--- src/rtl/contador_bcd_pkg.sv ---
// Shared BCD digit constants and helpers for the counter and the 7-segment decoders.
package contador_bcd_pkg;
    localparam int NIB_W = 4;

    typedef logic [NIB_W-1:0] nib_t;

    localparam nib_t BCD_MAX = NIB_W'(9);
    localparam nib_t BCD_MIN = NIB_W'(0);

    // Non-decimal nibbles (A-F) clamp to 9 so every digit stays decodable.
    function automatic nib_t sat_bcd(input nib_t v);
        return (v > BCD_MAX) ? BCD_MAX : v;
    endfunction
endpackage

--- src/rtl/contador_bcd_if.sv ---
// Control/data bundle of the BCD counter; master drives controls, slave returns the count.
interface contador_bcd_if
    import contador_bcd_pkg::*;
#(
    parameter int DIGITOS = 2
);
    logic                     habilitar;
    logic                     arriba;
    logic                     cargar;
    logic [NIB_W*DIGITOS-1:0] dato_carga;
    logic [NIB_W*DIGITOS-1:0] bcd;
    logic                     tick;
    logic                     acarreo;

    modport master (output habilitar, arriba, cargar, dato_carga,
                    input  bcd, tick, acarreo);
    modport slave  (input  habilitar, arriba, cargar, dato_carga,
                    output bcd, tick, acarreo);
endinterface

--- src/rtl/contador_bcd_digito.sv ---
// Single decade counter 0-9 with load, up/down step and end-of-range flags.
module digito_bcd
    import contador_bcd_pkg::*;
(
    input  logic clk,
    input  logic rst_n,
    input  logic cargar,
    input  nib_t valor,
    input  logic paso,
    input  logic arriba,
    output nib_t q,
    output logic es9,
    output logic es0
);
    assign es9 = (q == BCD_MAX);
    assign es0 = (q == BCD_MIN);

    always_ff @(posedge clk or negedge rst_n) begin
        if (!rst_n) begin
            q <= BCD_MIN;
        end else if (cargar) begin
            q <= valor;
        end else if (paso) begin
            if (arriba)
                q <= es9 ? BCD_MIN : q + nib_t'(1);
            else
                q <= es0 ? BCD_MAX : q - nib_t'(1);
        end
    end
endmodule

--- src/rtl/contador_bcd.sv ---
// Multi-digit BCD up/down counter with prescaler, parallel load, step tick and wrap carry.
module contador_bcd
    import contador_bcd_pkg::*;
#(
    parameter int DIGITOS = 2,
    parameter int DIV     = 50_000_000
) (
    input  logic           clk,
    input  logic           rst_n,
    contador_bcd_if.slave  bus
);
    localparam int             PW      = (DIV > 1) ? $clog2(DIV) : 1;
    localparam logic [PW-1:0]  PRE_MAX = PW'(DIV - 1);

    logic [PW-1:0]             pre;
    logic                      step;
    logic                      wrap;
    logic [DIGITOS-1:0]        es9, es0, paso;
    logic [DIGITOS:0]          lo9, lo0;
    nib_t [DIGITOS-1:0]        q, valor;

    assign step = bus.habilitar && (pre == PRE_MAX) && !bus.cargar;

    // lo9[i]/lo0[i]: every digit below i sits at 9 / 0, i.e. digit i gets the carry/borrow.
    assign lo9[0] = 1'b1;
    assign lo0[0] = 1'b1;

    generate
        for (genvar i = 0; i < DIGITOS; i++) begin : g_dig
            assign valor[i]  = sat_bcd(bus.dato_carga[NIB_W*i +: NIB_W]);
            assign lo9[i+1]  = lo9[i] & es9[i];
            assign lo0[i+1]  = lo0[i] & es0[i];
            assign paso[i]   = step & (bus.arriba ? lo9[i] : lo0[i]);

            digito_bcd u_dig (
                .clk    (clk),
                .rst_n  (rst_n),
                .cargar (bus.cargar),
                .valor  (valor[i]),
                .paso   (paso[i]),
                .arriba (bus.arriba),
                .q      (q[i]),
                .es9    (es9[i]),
                .es0    (es0[i])
            );
        end
    endgenerate

    assign wrap    = bus.arriba ? lo9[DIGITOS] : lo0[DIGITOS];
    assign bus.bcd = q;

    always_ff @(posedge clk or negedge rst_n) begin
        if (!rst_n) begin
            pre <= '0;
        end else if (bus.cargar) begin
            pre <= '0;
        end else if (bus.habilitar) begin
            pre <= (pre == PRE_MAX) ? '0 : pre + PW'(1);
        end
    end

    always_ff @(posedge clk or negedge rst_n) begin
        if (!rst_n) begin
            bus.tick    <= 1'b0;
            bus.acarreo <= 1'b0;
        end else begin
            bus.tick    <= step;
            bus.acarreo <= step & wrap;
        end
    end
endmodule

--- src/flat_wrapper.sv ---
// flat-port wrapper written by rule: the top's interface ports become plain ports
module contador_bcd_flat import contador_bcd_pkg::*;
#(
    parameter int DIGITOS = 2,
    parameter int DIV     = 50_000_000
)
  (clk, rst_n, bus_habilitar, bus_arriba, bus_cargar, bus_dato_carga, bus_bcd, bus_tick, bus_acarreo);
  contador_bcd_if #(.DIGITOS(DIGITOS)) bus_i ();
  input  logic clk;
  input  logic rst_n;
  input wire logic [$bits(bus_i.habilitar)-1:0] bus_habilitar;
  input wire logic [$bits(bus_i.arriba)-1:0] bus_arriba;
  input wire logic [$bits(bus_i.cargar)-1:0] bus_cargar;
  input wire logic [$bits(bus_i.dato_carga)-1:0] bus_dato_carga;
  output wire logic [$bits(bus_i.bcd)-1:0] bus_bcd;
  output wire logic [$bits(bus_i.tick)-1:0] bus_tick;
  output wire logic [$bits(bus_i.acarreo)-1:0] bus_acarreo;
  assign bus_i.habilitar = bus_habilitar;
  assign bus_i.arriba = bus_arriba;
  assign bus_i.cargar = bus_cargar;
  assign bus_i.dato_carga = bus_dato_carga;
  assign bus_bcd = bus_i.bcd;
  assign bus_tick = bus_i.tick;
  assign bus_acarreo = bus_i.acarreo;
  contador_bcd #(.DIGITOS(DIGITOS), .DIV(DIV)) u_core (.clk(clk), .rst_n(rst_n), .bus(bus_i));
endmodule
--- config.mk ---
export PLATFORM = sky130hd
export DESIGN_NAME = contador_bcd_flat
export DESIGN_NICKNAME = d
export VERILOG_FILES = /design/src/rtl/contador_bcd_pkg.sv /design/src/rtl/contador_bcd_if.sv /design/src/rtl/contador_bcd_digito.sv /design/src/rtl/contador_bcd.sv /design/src/flat_wrapper.sv
export SDC_FILE = /design/constraint.sdc
export NUM_CORES = 1
export LEC_CHECK = 0
export BUFFER_PORTS_ARGS = -buffer_cell sky130_fd_sc_hd__buf_2
export CAP_MARGIN = 20
export CELL_PAD_IN_SITES_DETAIL_PLACEMENT = 0
export CELL_PAD_IN_SITES_GLOBAL_PLACEMENT = 1
export CORE_AREA = 4 4 82 84
export DETAILED_ROUTE_END_ITERATION = 8
export DIE_AREA = 0 0 86 88
export GPL_ROUTABILITY_DRIVEN = 0
export PLACE_DENSITY = 0.8
export SETUP_SLACK_MARGIN = 0.3
export SYNTH_ARGS = -nofsm -noshare
export SYNTH_HDL_FRONTEND = slang
export SYNTH_HIERARCHICAL = 1
export SYNTH_SLANG_ARGS = --single-unit
export TNS_END_PERCENT = 100
--- constraint.sdc ---
create_clock -name clk -period 2.4 [get_ports clk]
set_input_delay 0 -clock clk [delete_from_list [all_inputs] [get_ports clk]]
set_output_delay 0 -clock clk [all_outputs]
set_load 0.02 [all_outputs]
======== Word-level counts from Yosys, hierarchy flattened ========
Index checks and enable logic that the tools add are counted.
operators by class
  divide/modulo/power cells ............... 0
  multiplexer cells ....................... 17
  multiply operators ...................... 0
  $lt $le $gt $ge ......................... 2
  shift-type cells ........................ 0
  reduce and logical (&&, ||, !) cells .... 8
  eq/ne operators ......................... 3
  bitwise logic cells ..................... 4
  add/sub/neg operators ................... 5
operators with widths
  kind                                                  count
  2-to-1 mux 26 bit                                     3
  2-to-1 mux 4 bit                                      12
  adder 26 x 1 -> 26 bit, second input constant         1
  equality test 26 bit, second input constant           1
  adder 4 x 1 -> 4 bit, second input constant           2
  equality test 4 bit, second input constant            2
  greater-than comparator 4 bit, second input constant  2
  logical NOT 4 bit                                     2
  subtractor 4 x 1 -> 4 bit, second input constant      2
  nonzero test 2 bit                                    3
  AND 1 bit                                             4
  logical AND 1 bit                                     2
  2-to-1 mux 1 bit                                      2
  logical NOT 1 bit                                     1
word-level totals
  bits in latches ......................... 0
  bits in registers ....................... 36
  RAM bits ................................ 0
  bits of input ports ..................... 13
  memory bits (read-only) ................. 0
  word-level logic and storage cells ...... 44
  memories kept ........................... 0
  output and inout port bits .............. 10

======== Longest topological paths before layout ========
  depth after elaboration ................. 6
  gate-level depth with buffers ........... 8
  gate-level depth less buffers ........... 8

======== By module ========
Netlist, hierarchy kept.
modules (own cells, without submodules)
  module        instances  seq. area each (um2)  area each (um2)  cells an instance
  contador_bcd  1          700.7                 1709.1           179
  digito_bcd    2          100.1                 349.1            45

======== Worst setup path after synthesis ========
OpenSTA, ideal clock, no wires.
  path kind ............................... flip-flop to flip-flop
  from .................................... register u_core.pre[0]
  to ...................................... register u_core.g_dig[1].u_dig.q[3]
  stages on the path, launching flop included .. 9
  clock period less this slack ............ 2588 ps
  setup slack ............................. -188 ps
  buffers on the path ..................... 0
  library setup time ...................... 124 ps
  data required time ...................... 2276 ps
  data arrival time ....................... 2464 ps
  path through ............................ dfrtp_1 > ha_1 > nand4_1 > or2_4 > or4_4 > nor2_1 > nor2b_1 > o221ai_1 > o31a_1
on the way
  word-level cells in the longest chain between the ends .. 5
ends and longest elaborated chain
  item                             RTL line                   RTL
  from (decl)                      contador_bcd.sv:15         logic [PW-1:0] pre;
  from (signal assigned)           contador_bcd.sv:58         pre <= (pre == PRE_MAX) ? '0 : pre + PW'(1);
  equality test 26 bit             contador_bcd.sv:22         assign step = bus.habilitar && (pre == PRE_MAX) && !bus.cargar;
  logical AND 1 bit (2 in series)  contador_bcd.sv:22
  AND 1 bit                        contador_bcd.sv:33         assign paso[i] = step & (bus.arriba ? lo9[i] : lo0[i]);
  via u_core.paso[1]               contador_bcd.sv:18         logic [DIGITOS-1:0] es9, es0, paso;
  nonzero test 2 bit (no line)     -
  to (signal assigned)             contador_bcd_digito.sv:22  q <= valor;
  to (signal assigned)             contador_bcd_digito.sv:25  q <= es9 ? BCD_MIN : q + nib_t'(1);
  to (signal assigned)             contador_bcd_digito.sv:27  q <= es0 ? BCD_MAX : q - nib_t'(1);
  to (decl)                        contador_bcd_digito.sv:11  output nib_t q,
The timed path passes the listed nets, and every way through them passes these cells.
A chain may end at the register's enable or synchronous reset.

======== Worst setup path in the final report ========
  from .................................... register u_core.pre[8]
  to ...................................... register u_core.g_dig[1].u_dig.q[3]
The elaborated chain is that of the path after synthesis.

==> flow_summary.ini <==
[yosys]
yosys.area.top_type = dfrtp_1
synthTopCellsByCount = 36 x dfrtp_1, 25 x nand2_1, 15 x a21oi_1, 14 x nor2_1, 14 x o21ai_0
synth_edf_count = 0
syn-num-nets = 283
yosys.cell_count.top_type = dfrtp_1
avgSynthCellArea_sq_um = 8.949
ys_seq_area_frac = 0.3742
yosys-top-cells-area = dfrtp_1 37%, nand2_1 3.9%, a21oi_1 3.1%
synthCells = 269
yosys_register_bits = 36
synth_area_sq_um = 2407
synth_top_cell_area_share = 0.3742
async_flop_share = 1.000
synth_warnings = 6
ys_types = 52
synthFlopType = dfrtp_1

[finish]
nets = 315
fillers = 575
area_delta_synth_final_pct = 19.23
drive_above_1_share = 0.2781
antenna_cells = 0
fin_area_sq_um = 2870
final_core_util = 0.4848

[global_routing]
gr-total-overflow = 0
antenna_found_initial = 0
grt_usage = 0.1642
grt_max_degree = 37
grt_pass1_wl_um = 10070
grt_pass1_vias = 2181

[critical_path]
rrSetupSlack_ns = 0.18
reg2reg_to = u_core/g_dig[1].u_dig/q[3]
path_class = reg2reg
path_max_fanout = 3
cp_cell_sequence = nor4bb_4, nand4_2, or4_4, nor2_4, nor2b_4, o221ai_2, o31a_1
cp-start-kind = flop
crit_slowest_cell = or4_4
rr_worst_depth = 7
cp.required_ns = 2.58
cp-end-kind = flop
reg2reg_from = u_core/pre[8]
cpPeakStageDelay_ns = 0.57
critPathArrivalTime_ns = 2.39

[cts]
insertion_delay_ns = 0.29
clk_path_buf_depth = 2
cts_buffers = 5
clk_pin_slew_worst_paths_ns = 0.08
cts.sink_count = 36
ctsHtreeMaxLevel = 2
clk_root_buffer_cell = clkbuf_8
cts_tree = done

[die]
die_h_um = 88
fp.coreArea_sq_um = 5921
rows = 28
start_util = 0.4066
fp.dieW_um = 86
io_pins = 23
fp.dieArea_sq_um = 7568

[sta]
tightest_slew_ns = 0.8581
fmax_mhz = 451.0
relSlewSlack = 0.4280
period_share = 0.9238
setup_violations = 0
maxSlewViolCount = 0
final.min_clock_period_ns = 2.217
rsz0062_at_grt = yes
whs_ns = 0.004908
finalHoldViolCount = 0
skew_ns = 0.007953

[power_and_ir_drop]
powerDensity_nw_per_um2 = 497.1
total_power_mw = 1.427
ir_drop_mv = 0.2548
p_leak_nw = 1.124
p_switching_mw = 0.3708
seqPwrFrac = 0.462
comb_power_share = 0.116
p_int_mw = 1.056
power.share.switching = 0.2599
clockPowerShare = 0.423

[hold_path]
whs_endpoint = u_core/g_dig[1].u_dig/q[0]
holdPathStages = 4
hold_start = bus_dato_carga[4]
hold_path_class = in2reg

[status]
status = complete, no violations

[drt]
via_per_inst = 5.721
routedWlPerCell_um = 15.27
ant_nets = 0
totalWireLength_um = 5756
vias = 2157
dr.pass1.iters = 4
drt_iter0_drc = 120
drc = 0

[flow_run]
max-cap-violations = 0

[placed_design]
placed_area_sq_um = 2615
io_buffers = 22
dp_hpwl_um = 3751
==> repair_timing <==
action                                  CTS  global route
hold endpoints to repair                 37             0
cloned                                    0             0
setup buffers                             6             1
gates resized for setup                   9             4
pin swaps                                 5             1
endpoints found under the setup margin    3             6
hold buffers                              2             0
==> registers in the layout, summed over array words and instances, names as in the netlist <==
register and cells:
u_core/pre 26, u_core/bus.acarreo 1, u_core/g_dig.u_dig/q 8, u_core/bus.tick 1
==> through the flow <==
stage / worst slack (ns) / instances / TNS (ns)
floorplan: -0.002836 / 269 / -0.002836
global placement: 0.1616 / 360 / 0
detailed placement: 0.1179 / 360 / 0
CTS: 0.1773 / 376 / 0
global route: 0.07818 / 377 / 0
finish: 0.1828 / 377 / 0
==> worst max-delay path: cells and delay by family, from the launching register on <==
| family | cells | cell delay (ns) |
|---|---|---|
| AND/OR/NAND/NOR | 5 | 1.30 |
| flip-flops | 1 | 0.43 |
| AO/OA/AOI/OAI | 2 | 0.37 |
==> how the worst max path moves through the flow <==
| stage | slack [ns] | depth (start not counted) | to | startpoint |
|---|---|---|---|---|
| 2_1_floorplan | -0.003 | 8 | u_core/g_dig[1].u_dig/q[3] | u_core/pre[0] |
| 3_3_place_gp | 0.16 | 8 | u_core/g_dig[1].u_dig/q[3] | u_core/pre[1] |
| 3_5_place_dp | 0.12 | 8 | u_core/g_dig[0].u_dig/q[3] | u_core/pre[0] |
| 5_1_grt | 0.08 | 7 | u_core/g_dig[1].u_dig/q[3] | u_core/pre[8] |
| 6_report | 0.18 | 7 | u_core/g_dig[1].u_dig/q[3] | u_core/pre[8] |
| 4_1_cts | 0.18 | 7 | u_core/g_dig[1].u_dig/q[3] | u_core/pre[8] |
==> power by group through the flow <==
stage,logic (mW),clock network (mW),registers (mW)
5_1_grt,0.188,0.652,0.665
2_1_floorplan,0.112,0,0.664
6_report,0.165,0.603,0.659
3_5_place_dp,0.162,0,0.670
4_1_cts,0.166,0.623,0.657
3_3_place_gp,0.159,0,0.670
==> layout by cell type, fill, tap and decap left out, drive strengths merged, types with 2 or more instances in the layout <==
cell type / count
nand3: 12
o221ai: 2
nand4: 10
o211ai: 6
nand2: 25
a31oi: 3
nand2b: 7
nor3: 6
o31a: 2
and3b: 2
o21a: 2
or2: 2
nor4b: 2
o21ai: 14
dlygate4sd3: 2
inv: 9
and4: 6
nor2: 14
xor2: 5
o311ai: 2
nor4: 5
buf: 43
nor2b: 7
and3: 2
o31ai: 9
clkbuf: 7
a211o: 2
or4: 10
a31o: 2
o2111ai: 2
xnor2: 8
a21oi: 19
dfrtp: 36
or3: 6
==> area by class of cell <==
type	instances	area, sq um	area share
multi-input combinational	204	1418	0.4939
sequential	36	903.4	0.3147
timing repair buffer	45	295.3	0.1029
clock buffer	7	96.34	0.03357
tap	75	93.84	0.03269
inverter	9	33.78	0.01177
clock inverter	1	30.03	0.01046
==> cells by family after synthesis <==
logic type      synth area share
xor+xnor                 0.04730
mux                     0.008836
flops                     0.3742
simple gates              0.3119
compound gates            0.1892
buf+inv                  0.06340
fa+ha+maj               0.005197
==> routing by layer <==
layer | part of all wire | wire length [um] | track usage | vias to the layer above
met5 | 0 | 0 | 0 | -
met4 | 0.011 | 66 | 0.05612 | 0
met3 | 0.032 | 185 | 0.03010 | 7
met2 | 0.46 | 2665 | 0.2656 | 30
met1 | 0.49 | 2838 | 0.2213 | 1061
li1 | - | - | - | 1059
Note: power is estimated with default switching activity, not from simulation.
